$ cat src/rtl/key_pkg.sv
// Shared definitions for the pushbutton reader: channel FSM state encoding and board clock rate.
package key_pkg;

    localparam logic [2:0] ST_IDLE     = 3'd0;
    localparam logic [2:0] ST_DEB_DOWN = 3'd1;
    localparam logic [2:0] ST_DOWN     = 3'd2;
    localparam logic [2:0] ST_LONG     = 3'd3;
    localparam logic [2:0] ST_DEB_UP   = 3'd4;

    localparam int CLK_HZ = 50000000;

    typedef enum logic [2:0] {
        S_IDLE     = ST_IDLE,
        S_DEB_DOWN = ST_DEB_DOWN,
        S_DOWN     = ST_DOWN,
        S_LONG     = ST_LONG,
        S_DEB_UP   = ST_DEB_UP
    } key_state_t;

endpackage

$ cat src/rtl/key_channel.sv
// One pushbutton: 2-flop synchronizer, debounce/hold FSM, registered level and event pulses.
// Latency: press/release reported DEB_CYCLES+2 edges after the first raw sample; long press HOLD_CYCLES after press.
// No backpressure: pulses are single-cycle and are never held or queued.
module key_channel
    import key_pkg::*;
#(
    parameter int DEB_CYCLES  = 1000000,
    parameter int HOLD_CYCLES = 50000000,
    parameter int ACTIVE_LOW  = 1
) (
    input  logic CLOCK_50,
    input  logic rst,
    input  logic key_raw,
    output logic key_level,
    output logic key_press,
    output logic key_release,
    output logic key_long
);

    localparam int DW = $clog2(DEB_CYCLES);
    localparam int HW = $clog2(HOLD_CYCLES);
    localparam logic [DW-1:0] DEB_LAST  = DW'(DEB_CYCLES - 1);
    localparam logic [HW-1:0] HOLD_LAST = HW'(HOLD_CYCLES - 1);
    localparam logic IDLE_LVL = (ACTIVE_LOW != 0);

    logic          sync1;
    logic          sync2;
    logic          p;
    key_state_t    state;
    logic [DW-1:0] deb_cnt;
    logic [HW-1:0] hold_cnt;
    logic          was_long;

    // Normalise to 1 = pressed regardless of pin polarity.
    assign p = sync2 ^ IDLE_LVL;

    always_ff @(posedge CLOCK_50 or posedge rst) begin
        if (rst) begin
            sync1       <= IDLE_LVL;
            sync2       <= IDLE_LVL;
            state       <= S_IDLE;
            deb_cnt     <= '0;
            hold_cnt    <= '0;
            was_long    <= 1'b0;
            key_level   <= 1'b0;
            key_press   <= 1'b0;
            key_release <= 1'b0;
            key_long    <= 1'b0;
        end else begin
            sync1       <= key_raw;
            sync2       <= sync1;
            key_press   <= 1'b0;
            key_release <= 1'b0;
            key_long    <= 1'b0;
            case (state)
                S_IDLE: begin
                    if (p) begin
                        state   <= S_DEB_DOWN;
                        deb_cnt <= '0;
                    end
                end
                S_DEB_DOWN: begin
                    if (!p) begin
                        state <= S_IDLE;
                    end else if (deb_cnt == DEB_LAST) begin
                        state     <= S_DOWN;
                        key_press <= 1'b1;
                        key_level <= 1'b1;
                        hold_cnt  <= '0;
                    end else begin
                        deb_cnt <= deb_cnt + 1'b1;
                    end
                end
                S_DOWN: begin
                    if (!p) begin
                        state    <= S_DEB_UP;
                        deb_cnt  <= '0;
                        was_long <= 1'b0;
                    end else if (hold_cnt == HOLD_LAST) begin
                        state    <= S_LONG;
                        key_long <= 1'b1;
                    end else begin
                        hold_cnt <= hold_cnt + 1'b1;
                    end
                end
                S_LONG: begin
                    if (!p) begin
                        state    <= S_DEB_UP;
                        deb_cnt  <= '0;
                        was_long <= 1'b1;
                    end
                end
                S_DEB_UP: begin
                    // A glitch back to pressed resumes the press; hold_cnt keeps its value.
                    if (p) begin
                        state <= was_long ? S_LONG : S_DOWN;
                    end else if (deb_cnt == DEB_LAST) begin
                        state       <= S_IDLE;
                        key_release <= 1'b1;
                        key_level   <= 1'b0;
                    end else begin
                        deb_cnt <= deb_cnt + 1'b1;
                    end
                end
                default: state <= S_IDLE;
            endcase
        end
    end

endmodule

$ cat src/rtl/key_input_reader.sv
// DE2 pushbutton reader: N_KEYS independent debounced channels plus an any-press flag.
// Latency: see key_channel; any_press is combinational from the registered press bits.
// No backpressure: all event outputs are single-cycle pulses.
module key_input_reader
    import key_pkg::*;
#(
    parameter int N_KEYS      = 4,
    parameter int DEB_CYCLES  = 1000000,
    parameter int HOLD_CYCLES = 50000000,
    parameter int ACTIVE_LOW  = 1
) (
    input  logic              CLOCK_50,
    input  logic              rst,
    input  logic [N_KEYS-1:0] KEY,
    output logic [N_KEYS-1:0] key_level,
    output logic [N_KEYS-1:0] key_press,
    output logic [N_KEYS-1:0] key_release,
    output logic [N_KEYS-1:0] key_long,
    output logic              any_press
);

    for (genvar i = 0; i < N_KEYS; i++) begin : g_ch
        key_channel #(
            .DEB_CYCLES (DEB_CYCLES),
            .HOLD_CYCLES(HOLD_CYCLES),
            .ACTIVE_LOW (ACTIVE_LOW)
        ) u_ch (
            .CLOCK_50   (CLOCK_50),
            .rst        (rst),
            .key_raw    (KEY[i]),
            .key_level  (key_level[i]),
            .key_press  (key_press[i]),
            .key_release(key_release[i]),
            .key_long   (key_long[i])
        );
    end

    assign any_press = |key_press;

endmodule

$ cat config.mk
export PLATFORM = sky130hd
export DESIGN_NAME = key_input_reader
export DESIGN_NICKNAME = d
export VERILOG_FILES = /design/src/rtl/key_pkg.sv /design/src/rtl/key_channel.sv /design/src/rtl/key_input_reader.sv
export SDC_FILE = /design/constraint.sdc
export NUM_CORES = 1
export LEC_CHECK = 0
export CORE_MARGIN = 4
export CORE_UTILIZATION = 58
export CTS_CLUSTER_SIZE = 8
export DETAILED_ROUTE_END_ITERATION = 16
export GPL_TIMING_DRIVEN = 0
export PLACE_DENSITY = 0.75
export SETUP_SLACK_MARGIN = 0.05
export SYNTH_ARGS = -nofsm -noshare
export SYNTH_HDL_FRONTEND = slang
export SYNTH_SLANG_ARGS = --single-unit
$ cat constraint.sdc
create_clock -name CLOCK_50 -period 20.9 [get_ports CLOCK_50]
set_clock_uncertainty 0.15 [all_clocks]
set_input_delay 4.18 -clock CLOCK_50 [delete_from_list [all_inputs] [get_ports CLOCK_50]]
set_output_delay 4.18 -clock CLOCK_50 [all_outputs]
set_load 0.01 [all_outputs]
* After elaboration in Yosys (flattened, before gate mapping) *
Cells that the tools add are included.

storage, ports and cells
  bits in registers = 224
  latch bits = 0
  bits in writable memories = 0
  bits in read-only memories = 0
  bits of input ports = 6
  output and inout port bits = 17
  word-level logic and storage cells = 317
  memories kept = 0

cells by class
  add/subtract/negate cells = 8
  $mul = 0
  divide/modulo/power cells = 0
  magnitude comparators = 0
  eq/ne operators = 76
  shift-type cells = 0
  muxes and demuxes = 148
  bitwise gates (word level) = 0
  reductions and logical operators = 45

operator list
  cell                     count
  $mux W26                 16
  $mux W20                 20
  $pmux W20 S4             4
  $pmux W26 S2             4
  $add A26 B1 Y26 const B  4
  $eq A26 B26 Y1 const B   4
  $mux W3                  32
  $add A20 B1 Y20 const B  4
  $eq A20 B20 Y1 const B   4
  $reduce_and A5 Y1        16
  $mux W1                  60
  $pmux W3 S5              4
  $ne A2 B1 Y1 const B     24
  $ne A2 B2 Y1 const B     16
  $eq A3 B2 Y1 const B     8
  $ne A3 B1 Y1 const B     8
  $reduce_bool A2 Y1       12
  $pmux W1 S2              8
  $reduce_bool A4 Y1       4
  $eq A3 B1 Y1 const B     4
  $eq A3 B3 Y1 const B     4
  $logic_not A3 Y1         4
  $ne A3 B3 Y1 const B     4
  $reduce_and A3 Y1        4
  other kinds (2)          5

* Longest topological paths before layout *
  depth in word-level cells = 4
  mapped depth = 9
  gate-level depth less buffers = 6

* Cells and area by module *
Synthesis repeated with hierarchy kept, for this count alone.

unflattened totals
  cell total of the unflattened synthesis = 1425
  area total of the unflattened synthesis = 13040.0 um^2

by module, submodules not included
  module                           instances  cells each  area each (um^2)  seq. area each (um^2)
  key_channel at g_ch[1].u_ch ...  2          351         3246.9            1403.8
  key_channel at g_ch[0].u_ch      1          372         3271.9            1403.8
  key_channel at g_ch[3].u_ch      1          350         3266.9            1403.8
  key_input_reader                 1          1           7.5               0.0

* Worst setup path after synthesis *
OpenSTA, ideal clock, no wires.

  path kind = reg-to-output
  from = reg g_ch[1].u_ch.key_press
  to = out any_press
  arrival time = 919 ps
  required time = 16570 ps
  slack = 15651 ps
  cell stages (with the launch flop) = 2
  buffers on the path = 0
  cells stage by stage = dfrtp_1 -> or4_1

between the ends
  longest elaborated chain between the ends = 1

RTL lines
  item                    line                    text
  start, declared         key_channel.sv:15       output logic key_press,
  start signal, assigned  key_channel.sv:46       key_press <= 1'b0;
  start signal, assigned  key_channel.sv:52       key_press <= 1'b0;
  start signal, assigned  key_channel.sv:67       key_press <= 1'b1;
  $reduce_or A4 Y1        key_input_reader.sv:38  assign any_press = |key_press;
  end, declared           key_input_reader.sv:19  output logic any_press

Every way passes these cells.

* Final worst setup path *
Ends and elaborated chain as after synthesis.

==> summary.txt <==
Chip Width -> 154.4 µm
Antenna Violating Nets Remaining -> 0
Worst-path clk slew -> 0.05 ns
Placer Congestion -> 0.8752
Largest area contributor in the netlist -> dfrtp_1
Setup violators final -> 0
H-tree levels -> 1
WHS -> 0.2044 ns
MaxCap Viol Count -> 0
Die H -> 154.4 µm
Antenna violations before repair -> 0
Top cell type's share of synthesized area -> 0.4349
Starting Density -> 0.5912
NumNets Final -> 1440
HP Class -> reg -> reg
Routed Wire Length -> 28550 µm
CTS Buf Count -> 31
Worst Path Required -> 16.57 ns
Synth area leaders -> dfrtp_1, nand3_1, nand2_1
Overflow after GRT -> 0
Syn_nets -> 1384
Slew of the pin with the lowest slew margin -> 1.392 ns
Crit-path max FO -> 2
Number of synthesized flops with an enable pin -> 0
Mapped Cells -> 1370
Warnings from Yosys -> 0
Hold_sp -> g_ch[2].u_ch.sync1$_DFF_PP1_
R2R Setup Slk -> 17.36 ns
HPWL after DPL -> 19130 µm
Placed Cells -> 1668
CP startpoint kind -> flop
Floorplan core area -> 21020 µm²
Synthesis-to-layout area growth -> 11.88%
FF+latch count, synth -> 224
Setup tns final -> 0 ns
Post-Layout Cell Count -> 1723
Mapped Area -> 12430 µm²
Fillers -> 1737
Pre-CTS WS -> 14.89 ns
Status -> finished clean
Synth cell count leaders -> dfrtp_1, nand2_1, nand3_1
IR drop worst, VDD -> 59.76 µV
Layout cell share with drive strength beyond 1 -> 0.06423
Pleak -> 5.592 nW
Hold path depth -> 0
Postcts setup bufs -> 0
WHS Endpoint -> g_ch[2].u_ch.sync2$_DFF_PP1_
Total track usage -> 0.2411
IO Count -> 23
Row count -> 53
TritonCTS clock tree -> yes
First-pass GRT wire length -> 49630 µm
Sequential area share after synthesis -> 0.4518
Critical R2R Launch -> g_ch[2].u_ch.state[2]$_DFFE_PP0P_
Clk buf depth -> 3
Number of clock sinks -> 224
Worst reg2reg path depth -> 7
PwrDens -> 67.03 nW/µm²
# DRC -> 0
Reg2reg end -> g_ch[2].u_ch.hold_cnt[8]$_DFFE_PP0P_
Ratio of final minimum period to clock period -> 0.3080
Final-report hold violation count -> 0
Post-CTS sizing -> 0
Synth unique cells -> 71
Relative slew slack -> 0.06559
Via Count -> 10900
CP endpoint kind -> output port
DRT iter0 DRCs -> 816
Tmin final -> 6.437 ns
Largest net degree at the start of global routing -> 124
CTS Root Cell -> clkbuf_16
Synth Area per Inst -> 9.072 µm²
1st-pass router iterations -> 5
F_max -> 0.1554 GHz
Die area -> 23830 µm²
CP Data Arrival Time -> 2.11 ns
Worst-Skew Late Latency -> 0.54 ns
Post-CTS Hold Fix Bufs -> 0
Most common cell in the synthesized netlist -> dfrtp_1
Kind of critical path -> reg -> out
Ys async rst share -> 1.000
Port Buf Inserts -> 22
Vias in the first global route -> 10380
Final WS setup -> 14.46 ns
Overall power -> 0.0009321 W
Wire per inst -> 16.57 µm
Max Slew Vio Count -> 0
Vias per cell -> 6.327
RSZ-0062 raised after global routing -> false
ANT cells -> 0
Primary FF master, synth -> dfrtp_1
-- state kept, by name (all words and copies together), names as in the netlist --
signal	count
g_ch.u_ch.hold_cnt	104
g_ch.u_ch.deb_cnt	80
g_ch.u_ch.state	12
g_ch.u_ch.key_level	4
g_ch.u_ch.key_long	4
g_ch.u_ch.key_press	4
g_ch.u_ch.key_release	4
g_ch.u_ch.sync1	4
g_ch.u_ch.sync2	4
g_ch.u_ch.was_long	4
-- area by class of cell --
cell class                 count  area, µm²  area share
buffer                        86      395.4     0.02844
clock buffer                  54      862.1     0.06200
clock inverter                 1      8.758   0.0006299
inverter                      37      146.4     0.01053
multi-input combinational   1023       6285      0.4520
sequential                   224       5615      0.4039
tap                          275      344.1     0.02475
timing repair buffer          23      247.7     0.01782
-- per-stage QoR --
stage               instance area (µm²)    util
finish                            13900  0.6614
global route                      13900  0.6614
CTS                               13900  0.6612
detailed placement                13030  0.6197
global placement                  12990  0.6181
floorplan                         12430       -
-- routing by layer --
layer,wire length (µm),track usage,part of all wire
met3,1492,0.03022,0.052
met1,13330,0.3483,0.47
met2,13310,0.3894,0.47
met4,421,0.06308,0.015
met5,0,0,0
-- cell usage in the layout (no fill, tap or decap), types with 7 or more instances in the layout --
| cell | netlist | layout |
|---|---|---|
| and3_1 | 29 | 29 |
| clkbuf_1 | 64 | 87 |
| a31oi_1 | 36 | 36 |
| a21oi_1 | 91 | 91 |
| or4_1 | 45 | 45 |
| clkbuf_16 | 0 | 31 |
| nor2_1 | 80 | 80 |
| nand3b_1 | 7 | 7 |
| nand4_1 | 45 | 45 |
| mux2i_1 | 26 | 26 |
| or3_1 | 34 | 34 |
| and2_1 | 7 | 7 |
| clkdlybuf4s50_1 | 0 | 22 |
| a21o_1 | 10 | 10 |
| nor4_1 | 24 | 23 |
| o31ai_1 | 23 | 23 |
| and4_1 | 19 | 19 |
| dfrtp_1 | 216 | 216 |
| nand2b_1 | 17 | 17 |
| nand3_1 | 102 | 102 |
| buf_4 | 16 | 16 |
| dfstp_2 | 8 | 8 |
| xor2_1 | 15 | 15 |
| a22o_1 | 14 | 14 |
| a41oi_1 | 7 | 7 |
| nor3_1 | 31 | 31 |
| ha_1 | 8 | 8 |
| inv_1 | 37 | 36 |
| nand2_1 | 127 | 127 |
| a221o_1 | 8 | 8 |
| xnor2_1 | 17 | 17 |
| mux2_2 | 7 | 7 |
| o21ai_0 | 55 | 55 |
| or2_2 | 8 | 8 |
| o211ai_1 | 25 | 25 |
| a211oi_1 | 8 | 8 |
-- logic make-up after synthesis --
logic type / after synthesis / share of synthesized area
AOI/OAI and AO/OA: 342 / 0.1807
xor gates and xnor gates: 32 / 0.02255
adders and majority gates: 8 / 0.008054
buffers and inverters: 123 / 0.04299
DFF: 224 / 0.4518
muxes: 33 / 0.02728
and+or+nand+nor: 608 / 0.2666
-- critical path, stage by stage, from the launching register on --
cell             delay (ns)
dfrtp_1                0.43
or4_1                  0.62
clkdlybuf4s50_1        0.52
-- worst max-delay path by stage --
stage,start,endpoint,slack (ns),cells past startpoint
6_report,g_ch[1].u_ch.key_press$_DFF_PP0_,any_press,14.46,2
5_1_grt,g_ch[1].u_ch.key_press$_DFF_PP0_,any_press,14.41,2
3_5_place_dp,rst,g_ch[0].u_ch.sync2$_DFF_PP1_,14.89,3
3_3_place_gp,rst,g_ch[0].u_ch.hold_cnt[13]$_DFFE_PP0P_,7.46,2
4_1_cts,g_ch[1].u_ch.key_press$_DFF_PP0_,any_press,14.45,2
2_1_floorplan,rst,g_ch[0].u_ch.deb_cnt[0]$_DFFE_PP0P_,10.45,1
-- power by group --
part / leakage [nW] / total (W) / switching [W] / internal [W]
Sequential: 3.09 / 0.000443 / 0.00000423 / 0.000439
Clock: 0.414 / 0.000457 / 0.000182 / 0.000274
Combinational: 2.09 / 0.0000321 / 0.0000232 / 0.00000884
Total: 5.59 / 0.000932 / 0.000210 / 0.000722
Note: power is estimated with default switching activity, not from simulation.
